$ cat src/rtl/ring_rotor_if.sv
// Control and status bundle between a ring_rotor_sequencer and its host.
// The host drives run requests and parameters; the sequencer reports ring state.
interface ring_rotor_if #(
  parameter int WIDTH = 3,
  parameter int DIV_W = 8,
  parameter int CNT_W = 8
);

  logic             start;
  logic             stop;
  logic [WIDTH-1:0] pattern;
  logic             dir;
  logic [DIV_W-1:0] divisor;
  logic [CNT_W-1:0] steps;

  logic [WIDTH-1:0] ring_q;
  logic [CNT_W-1:0] count;
  logic             busy;
  logic             done;
  logic             tick;

  modport master (
    output start,
    output stop,
    output pattern,
    output dir,
    output divisor,
    output steps,
    input  ring_q,
    input  count,
    input  busy,
    input  done,
    input  tick
  );

  modport slave (
    input  start,
    input  stop,
    input  pattern,
    input  dir,
    input  divisor,
    input  steps,
    output ring_q,
    output count,
    output busy,
    output done,
    output tick
  );

endinterface

$ cat src/rtl/ring_rotor_sequencer.sv
// Ring register sequencer: load on start, prescaled rotation, stop after a
// programmed step count or on request.
module ring_rotor_sequencer #(
  parameter int WIDTH = 3,
  parameter int DIV_W = 8,
  parameter int CNT_W = 8
) (
  input logic           clk,
  input logic           rst_n,
  ring_rotor_if.slave   bus
);

  typedef enum logic [1:0] {
    S_IDLE = 2'd0,
    S_LOAD = 2'd1,
    S_RUN  = 2'd2,
    S_DONE = 2'd3
  } state_t;

  state_t           state_q;
  logic [WIDTH-1:0] ring_q;
  logic [CNT_W-1:0] count_q;
  logic [DIV_W-1:0] presc_q;
  logic [DIV_W-1:0] div_l_q;
  logic [CNT_W-1:0] steps_l_q;
  logic             dir_l_q;
  logic             busy_q;
  logic             done_q;
  logic             tick_q;

  logic [WIDTH-1:0] ring_d;
  logic [CNT_W-1:0] count_d;
  logic [DIV_W-1:0] presc_d;
  logic             term;
  logic             last;

  assign term    = (presc_q == div_l_q);
  assign count_d = count_q + CNT_W'(1);
  assign presc_d = presc_q + DIV_W'(1);
  // steps_l of zero means free-run; only stop can end it
  assign last    = (steps_l_q != '0) && (count_d == steps_l_q);

  always_comb begin
    ring_d = ring_q;
    if (dir_l_q) begin
      ring_d = {ring_q[0], ring_q[WIDTH-1:1]};
    end else begin
      ring_d = {ring_q[WIDTH-2:0], ring_q[WIDTH-1]};
    end
  end

  always_ff @(posedge clk or negedge rst_n) begin
    if (!rst_n) begin
      state_q   <= S_IDLE;
      ring_q    <= '0;
      count_q   <= '0;
      presc_q   <= '0;
      div_l_q   <= '0;
      steps_l_q <= '0;
      dir_l_q   <= 1'b0;
      busy_q    <= 1'b0;
      done_q    <= 1'b0;
      tick_q    <= 1'b0;
    end else begin
      done_q <= 1'b0;
      tick_q <= 1'b0;
      case (state_q)
        S_IDLE: begin
          if (bus.start) begin
            state_q <= S_LOAD;
            busy_q  <= 1'b1;
          end
        end
        S_LOAD: begin
          ring_q    <= bus.pattern;
          div_l_q   <= bus.divisor;
          steps_l_q <= bus.steps;
          dir_l_q   <= bus.dir;
          presc_q   <= '0;
          count_q   <= '0;
          state_q   <= S_RUN;
        end
        S_RUN: begin
          // stop wins over a rotation due on the same edge
          if (bus.stop) begin
            state_q <= S_DONE;
            busy_q  <= 1'b0;
            done_q  <= 1'b1;
          end else if (term) begin
            ring_q  <= ring_d;
            presc_q <= '0;
            count_q <= count_d;
            tick_q  <= 1'b1;
            if (last) begin
              state_q <= S_DONE;
              busy_q  <= 1'b0;
              done_q  <= 1'b1;
            end
          end else begin
            presc_q <= presc_d;
          end
        end
        S_DONE: begin
          state_q <= S_IDLE;
        end
        default: begin
          state_q <= S_IDLE;
          busy_q  <= 1'b0;
        end
      endcase
    end
  end

  assign bus.ring_q = ring_q;
  assign bus.count  = count_q;
  assign bus.busy   = busy_q;
  assign bus.done   = done_q;
  assign bus.tick   = tick_q;

endmodule

$ cat src/flat_wrapper.sv
// flat-port wrapper written by rule: the top's interface ports become plain ports
module ring_rotor_sequencer_flat 
#(
  parameter int WIDTH = 3,
  parameter int DIV_W = 8,
  parameter int CNT_W = 8
)
  (clk, rst_n, bus_start, bus_stop, bus_pattern, bus_dir, bus_divisor, bus_steps, bus_ring_q, bus_count, bus_busy, bus_done, bus_tick);
  ring_rotor_if #(.WIDTH(WIDTH), .DIV_W(DIV_W), .CNT_W(CNT_W)) bus_i ();
  input logic clk;
  input logic rst_n;
  input wire logic [$bits(bus_i.start)-1:0] bus_start;
  input wire logic [$bits(bus_i.stop)-1:0] bus_stop;
  input wire logic [$bits(bus_i.pattern)-1:0] bus_pattern;
  input wire logic [$bits(bus_i.dir)-1:0] bus_dir;
  input wire logic [$bits(bus_i.divisor)-1:0] bus_divisor;
  input wire logic [$bits(bus_i.steps)-1:0] bus_steps;
  output wire logic [$bits(bus_i.ring_q)-1:0] bus_ring_q;
  output wire logic [$bits(bus_i.count)-1:0] bus_count;
  output wire logic [$bits(bus_i.busy)-1:0] bus_busy;
  output wire logic [$bits(bus_i.done)-1:0] bus_done;
  output wire logic [$bits(bus_i.tick)-1:0] bus_tick;
  assign bus_i.start = bus_start;
  assign bus_i.stop = bus_stop;
  assign bus_i.pattern = bus_pattern;
  assign bus_i.dir = bus_dir;
  assign bus_i.divisor = bus_divisor;
  assign bus_i.steps = bus_steps;
  assign bus_ring_q = bus_i.ring_q;
  assign bus_count = bus_i.count;
  assign bus_busy = bus_i.busy;
  assign bus_done = bus_i.done;
  assign bus_tick = bus_i.tick;
  ring_rotor_sequencer #(.WIDTH(WIDTH), .DIV_W(DIV_W), .CNT_W(CNT_W)) u_core (.clk(clk), .rst_n(rst_n), .bus(bus_i));
endmodule
$ cat config.mk
export PLATFORM = sky130hd
export DESIGN_NAME = ring_rotor_sequencer_flat
export DESIGN_NICKNAME = d
export VERILOG_FILES = /design/src/rtl/ring_rotor_if.sv /design/src/rtl/ring_rotor_sequencer.sv /design/src/flat_wrapper.sv
export SDC_FILE = /design/constraint.sdc
export NUM_CORES = 1
export LEC_CHECK = 0
export BUFFER_PORTS_ARGS = -buffer_cell sky130_fd_sc_hd__buf_2
export CAP_MARGIN = 5
export CORE_ASPECT_RATIO = 1.5
export CORE_MARGIN = 2
export CORE_UTILIZATION = 40
export DETAILED_ROUTE_END_ITERATION = 8
export GPL_TIMING_DRIVEN = 0
export HOLD_SLACK_MARGIN = 0.12
export SYNTH_ARGS = -nofsm -noshare
export SYNTH_HDL_FRONTEND = slang
export SYNTH_SLANG_ARGS = --single-unit
$ cat constraint.sdc
create_clock -name clk -period 3.2 [get_ports clk]
set_input_delay 0.64 -clock clk [delete_from_list [all_inputs] [get_ports clk]]
set_output_delay 0.64 -clock clk [all_outputs]
set_load 0.005 [all_outputs]
==> results of run 1 <==
state kept, by name, summed over array words and instances, names as in the netlist:
| name | cells |
|---|---|
| u_core.state_q | 2 |
| u_core.bus.done | 1 |
| u_core.dir_l_q | 1 |
| u_core.div_l_q | 8 |
| u_core.presc_q | 8 |
| u_core.steps_l_q | 8 |
| u_core.bus.count | 8 |
| u_core.bus.tick | 1 |
| u_core.bus.ring_q | 3 |
| u_core.bus.busy | 1 |
power by group:
group | switching [mW] | internal [mW]
combinational | 0.339 | 0.375
sequential | 0.159 | 0.688
clock | 0.180 | 0.151
cells in the mapped netlist (2+ instances only):
cell       n
a21oi_1    9
and3_1     4
clkbuf_1   5
dfrtp_1   41
ha_1       5
inv_1      5
mux2_2    16
mux2i_1    4
nand2_1    9
nand2b_1   5
nand3_1   10
nand4_1    2
nor2_1    10
nor2b_1    6
nor3b_1    2
o21ai_0   22
o22ai_1    3
o31ai_1    6
xnor2_1    3
xor2_1    14
final timing paths:
check,from,end,depth (start not counted)
setup / recovery,u_core.bus.count[0]$_DFFE_PN0P_,u_core.state_q[1]$_DFFE_PN0P_,8
hold / removal,rst_n,u_core.bus.count[6]$_DFFE_PN0P_,1
setup reg to reg,u_core.bus.count[0]$_DFFE_PN0P_,u_core.state_q[1]$_DFFE_PN0P_,8
hold reg to reg,u_core.div_l_q[5]$_DFFE_PN0P_,u_core.div_l_q[5]$_DFFE_PN0P_,1
max in group asynchronous,rst_n,u_core.div_l_q[3]$_DFFE_PN0P_,1
min in group clk,u_core.div_l_q[5]$_DFFE_PN0P_,u_core.div_l_q[5]$_DFFE_PN0P_,1
routing by layer:
metal / GRT usage, % / part of all wire, % / up-vias
met5: 0 / 0 / -
met3: 3.24 / 2.6 / 11
met2: 29.9 / 53 / 25
met4: 7.62 / 3.1 / 0
met1: 19.2 / 42 / 786
li1: - / - / 834
cells by family (layout without fill, tap and decap cells):
family,Yosys count,after routing,synth area share [%]
AOI/OAI and AO/OA,49,49,14.4
xor gates and xnor gates,17,17,6.85
muxes,21,21,10.8
DFF,41,41,47.2
adders and majority gates,5,5,2.88
and+or+nand+nor,61,61,15.8
buffers and inverters,12,57,2.13
through the flow:
step,hold slack [ps],cells,cell area (sq um)
6_report,475,319,2530
3_3_place_gp,513,311,2440
5_1_grt,544,319,2530
2_1_floorplan,344,206,2170
4_1_cts,513,319,2530
3_5_place_dp,520,311,2440
final cells by class:
class                   instances  share of cell area, %
clock buffers                   5                   2.72
inverters                       5                  0.741
clock inverters                 3                  0.692
multi-input cells             153                   43.5
repair buffers                 37                   7.32
plain buffers                   7                   1.09
flip-flops and latches         41                   40.5
well taps                      68                   3.36
==> run metrics, run 1 <==
Vias 1656; FMAX 0.393 GHz; FF+latch count, synth 41; predominant post-synthesis flop cell dfrtp_1; Yosys top cell by area dfrtp_1; reg2reg setup slack 660 ps; dpl ws 663 ps; Multi-input gate area between 1000 and 1500 sq um; Hold Buf Count CTS 0; Max-slew headroom 40.1%; Slew Limit Fails 0; FF/Latch Area 1030 sq um; critical path fanouts, max 7; EDFF count, synth 0; CTS buffer count 5; CP top delay family compound AO/OA/AOI/OAI gates; DIE AREA just over 6000 sq um; vias in the first global route ~1600; nets@finish 279; Crit. End Element register; Initial DRT Pass Iterations 4; final WL about 4600 um; RSZ-0062 raised after global routing no; Setup WS post-layout approximately 660 ps; Core Area approximately 5200 sq um; Port-buffer cells 37; critical path's largest stage delay 480 ps; DIE WIDTH 64.2 um; DR WL/cell 14.5 um; H-tree levels 2; Ys Warns 0; path type of the worst min-delay path in -> async; Cell variety after synth 45; Root Buffer clkbuf_8; register area share after synthesis 47.2%; Worst-path clk slew 80 ps; post-synth top area share 47.2%; top cells by area, synth dfrtp_1 (47%), mux2_2 (8.3%), xor2_1 (5.6%); min cycle time layout 2540 ps; Mapped Cells 206; DR DRC count 0; critical path, cell by cell ha_1 -> and4_2 -> nand2_1 -> nor3_1 -> a2111oi_2 -> a41oi_2 -> a21oi_2 -> mux2_4; Post-CTS Resized 0; Crit Path Category reg -> reg; ant diodes 0; via/cell ratio 5.19; syn avg cell area 10.6 sq um; Sink Count 41; share of layout cells above drive strength 1 29.1%; Worst-Margin Slew between 800 and 900 ps; die height 94.3 um; commonest non-fill, non-tap cells in the layout dfrtp_1 (41), buf_2 (38), o21ai_0 (22); HPWL after detailed placement 3360 um; Ports 38; fill count 524; initial antenna violation count 0; Clock Latency Late Sink 290 ps; CP startpoint kind register; CP Data Arrival Time 2720 ps; Detail Route Antenna Nets 0; first-pass GRT wire length a little under 8000 um; CTS tree yes; Worst path slowest cell dfrtp_1; final worst path period share 79.5%; Rows 32; largest net degree at the start of global routing 42; leak pwr around 1.2 nW; Placer Congestion 0.870; Worst IR Drop VDD 0.332 mV; maxcap violations 0; Worst Skew 9.26 ps; Netlist Area Pre-Place around 2200 sq um; setup_tns 0 ps; Syn-to-layout area delta 16.4%; drt initial violations 90; WP data required 3370 ps; pwr/cell area 747 nW/um^2; Buf+Inv Stages, Crit Path 0; Total Routing Usage GR 16.7%; GRT Residual Overflow 0; Setup-failing EPs final 0; most common cell after layout, fill and taps aside dfrtp_1; Post-Synthesis Net Count between 200 and 250; worst-case clock buffer depth 2; outcome finished clean; ys async rst share 100%; initial core utilization 41.8%; # Post-CTS Setup Buffers 0; final core area utilization 48.6%; final hold violation count 0; PnR Total Power 1.89 mW
Power figures use the tool's default switching activity.
==> run 2: changes to the inputs <==
Clock period 3.2 ns to 2.5 ns, I/O delays scaled along.
==> run metrics, run 2 (same netlist as run 1, synthesis figures left out) <==
GRT Residual Overflow 0 (unchanged); Clock Latency Late Sink 300 ps (about the same); Total Routing Usage GR 16.8% (+0.076 points); HPWL after detailed placement 3360 um (unchanged); nets@finish 282 (+1.1%); critical path fanouts, max 7 (unchanged); final hold violation count 0 (unchanged); Max-slew headroom 40.1% (+0.091 points); fill count 516 (-1.5%); outcome finished clean; path type of the worst min-delay path in -> async; dpl ws -37.2 ps (-700 ps); Crit Path Category reg -> reg; DIE AREA 6050 sq um (unchanged); min cycle time layout 2370 ps (-172 ps); FF-to-FF path depth 8 (unchanged); Core Area 5200 sq um (unchanged); Rows 32 (unchanged); Multi-input gate area 1130 sq um (+2.7%); Syn-to-layout area delta 18.9%; first-pass GRT wire length 7800 um (+0.54%); Worst Setup SP u_core.bus.count[0]$_DFFE_PN0P_; initial antenna violation count 0 (unchanged); worst-case clock buffer depth 2 (unchanged); Placer Congestion 0.870 (unchanged); initial core utilization 41.8% (unchanged); Worst-path clk slew 90 ps (about the same); CP startpoint kind register; Setup WS post-layout 127 ps (-528 ps); maxcap violations 0 (unchanged); DIE WIDTH 64.2 um (unchanged); ant diodes 0 (unchanged); Root Buffer clkbuf_8; via/cell ratio 5.24 (+0.86%); commonest non-fill, non-tap cells in the layout dfrtp_1 (39), buf_2 (38), o21ai_0 (22); Detail Route Antenna Nets 0 (unchanged); final WL 4650 um (+0.76%); Ports 38 (unchanged); reg2reg start u_core.bus.count[0]$_DFFE_PN0P_; FMAX 0.421 GHz (+7.2%); largest net degree at the start of global routing 42 (unchanged); Port-buffer cells 37 (unchanged); setup_tns 0 ps (unchanged); vias in the first global route 1616 (+0.37%); CTS buffer count 5 (unchanged); Vias 1686 (+1.8%); FF/Latch Area 1030 sq um (+0.24%); DR WL/cell 14.4 um (-0.18%); DR DRC count 0 (unchanged); pwr/cell area 942 nW/um^2 (+26%); CTS tree yes; PnR Total Power 2.44 mW (+29%); Slew Limit Fails 0 (unchanged); Worst IR Drop VDD 0.408 mV (+23%); WP data required 2670 ps (-700 ps); most common cell after layout, fill and taps aside dfrtp_1; share of layout cells above drive strength 1 31.9% (+2.8 points); Worst-Margin Slew 898 ps (-1.37 ps); H-tree levels 2 (unchanged); CP Data Arrival Time 2550 ps (-170 ps); Setup-failing EPs final 0 (unchanged); die height 94.3 um (unchanged); drt initial violations 99 (+10%); Worst Skew 11.1 ps (+1.87 ps); Sink Count 41 (unchanged); leak pwr 1.17 nW (+1.0%); Worst Hold Slack 332 ps (-143 ps); Crit. End Element register; Hold Buf Count CTS 0 (unchanged); Initial DRT Pass Iterations 4 (unchanged); final core area utilization 49.7% (+1.1 points); final worst path period share 94.9% (+15 points)
[run 2: changes by cell type in the layout (fill, tap and decap cells not counted), sizes merged]
cell  delta
buf      +3
[run 2: routing by layer]
| layer | wire, um | vias up | global-route usage [%] |
|---|---|---|---|
| li1 | - | 841 | - |
| met1 | 1880 | 805 | 19.5 |
| met2 | 2490 | 29 | 29.8 |
| met3 | 137 | 11 | 3.24 |
| met4 | 143 | 0 | 7.62 |
| met5 | 0 | - | 0 |
[run 2: power breakdown]
| part | total [mW] | switching (mW) | internal (mW) |
|---|---|---|---|
| Clock | 0.423 | 0.230 | 0.193 |
| Combinational | 0.929 | 0.441 | 0.488 |
| Sequential | 1.08 | 0.203 | 0.881 |
[run 2: through the flow]
stage / cell area (sq um) / std cells
global route: 2590 / 322
floorplan: 2170 / 206
CTS: 2530 / 319
detailed placement: 2440 / 311
finish: 2590 / 322
global placement: 2440 / 311
[run 2: path summary, 6_finish.rpt]
kind | endpoint | slack (ps)
max in group asynchronous | u_core.bus.count[1]$_DFFE_PN0P_ | 1550
min in group clk | u_core.steps_l_q[5]$_DFFE_PN0P_ | 410
worst max-delay path | u_core.state_q[1]$_DFFE_PN0P_ | 130
worst max register to register | u_core.state_q[1]$_DFFE_PN0P_ | 130
worst min-delay path | u_core.bus.count[6]$_DFFE_PN0P_ | 330
worst min register to register | u_core.div_l_q[5]$_DFFE_PN0P_ | 530
[run 2: area by class of cell]
type	count	share of cell area [%]
plain buffers	7	1.06
repair buffers	40	8.03
clock inverters	3	0.677
flip-flops and latches	41	39.8
well taps	68	3.29
multi-input cells	153	43.8
clock buffers	5	2.66
inverters	5	0.726
[run 2: worst max-delay path, cell delays in order, from the launching register on]
cell and delay, ps:
dfrtp_2 470, ha_4 190, and4_2 250, nand4_1 100
nand4_1 130, a2111oi_4 350, a41oi_2 210, a21oi_2 240
mux2_4 320
[run 2: timing repair]
item / CTS / global route
pin swaps: 2 / 5
gates cloned: 0 / 0
endpoints found under the setup margin: 1 / 9
setup buffers: 0 / 3
gates resized for setup: 2 / 5
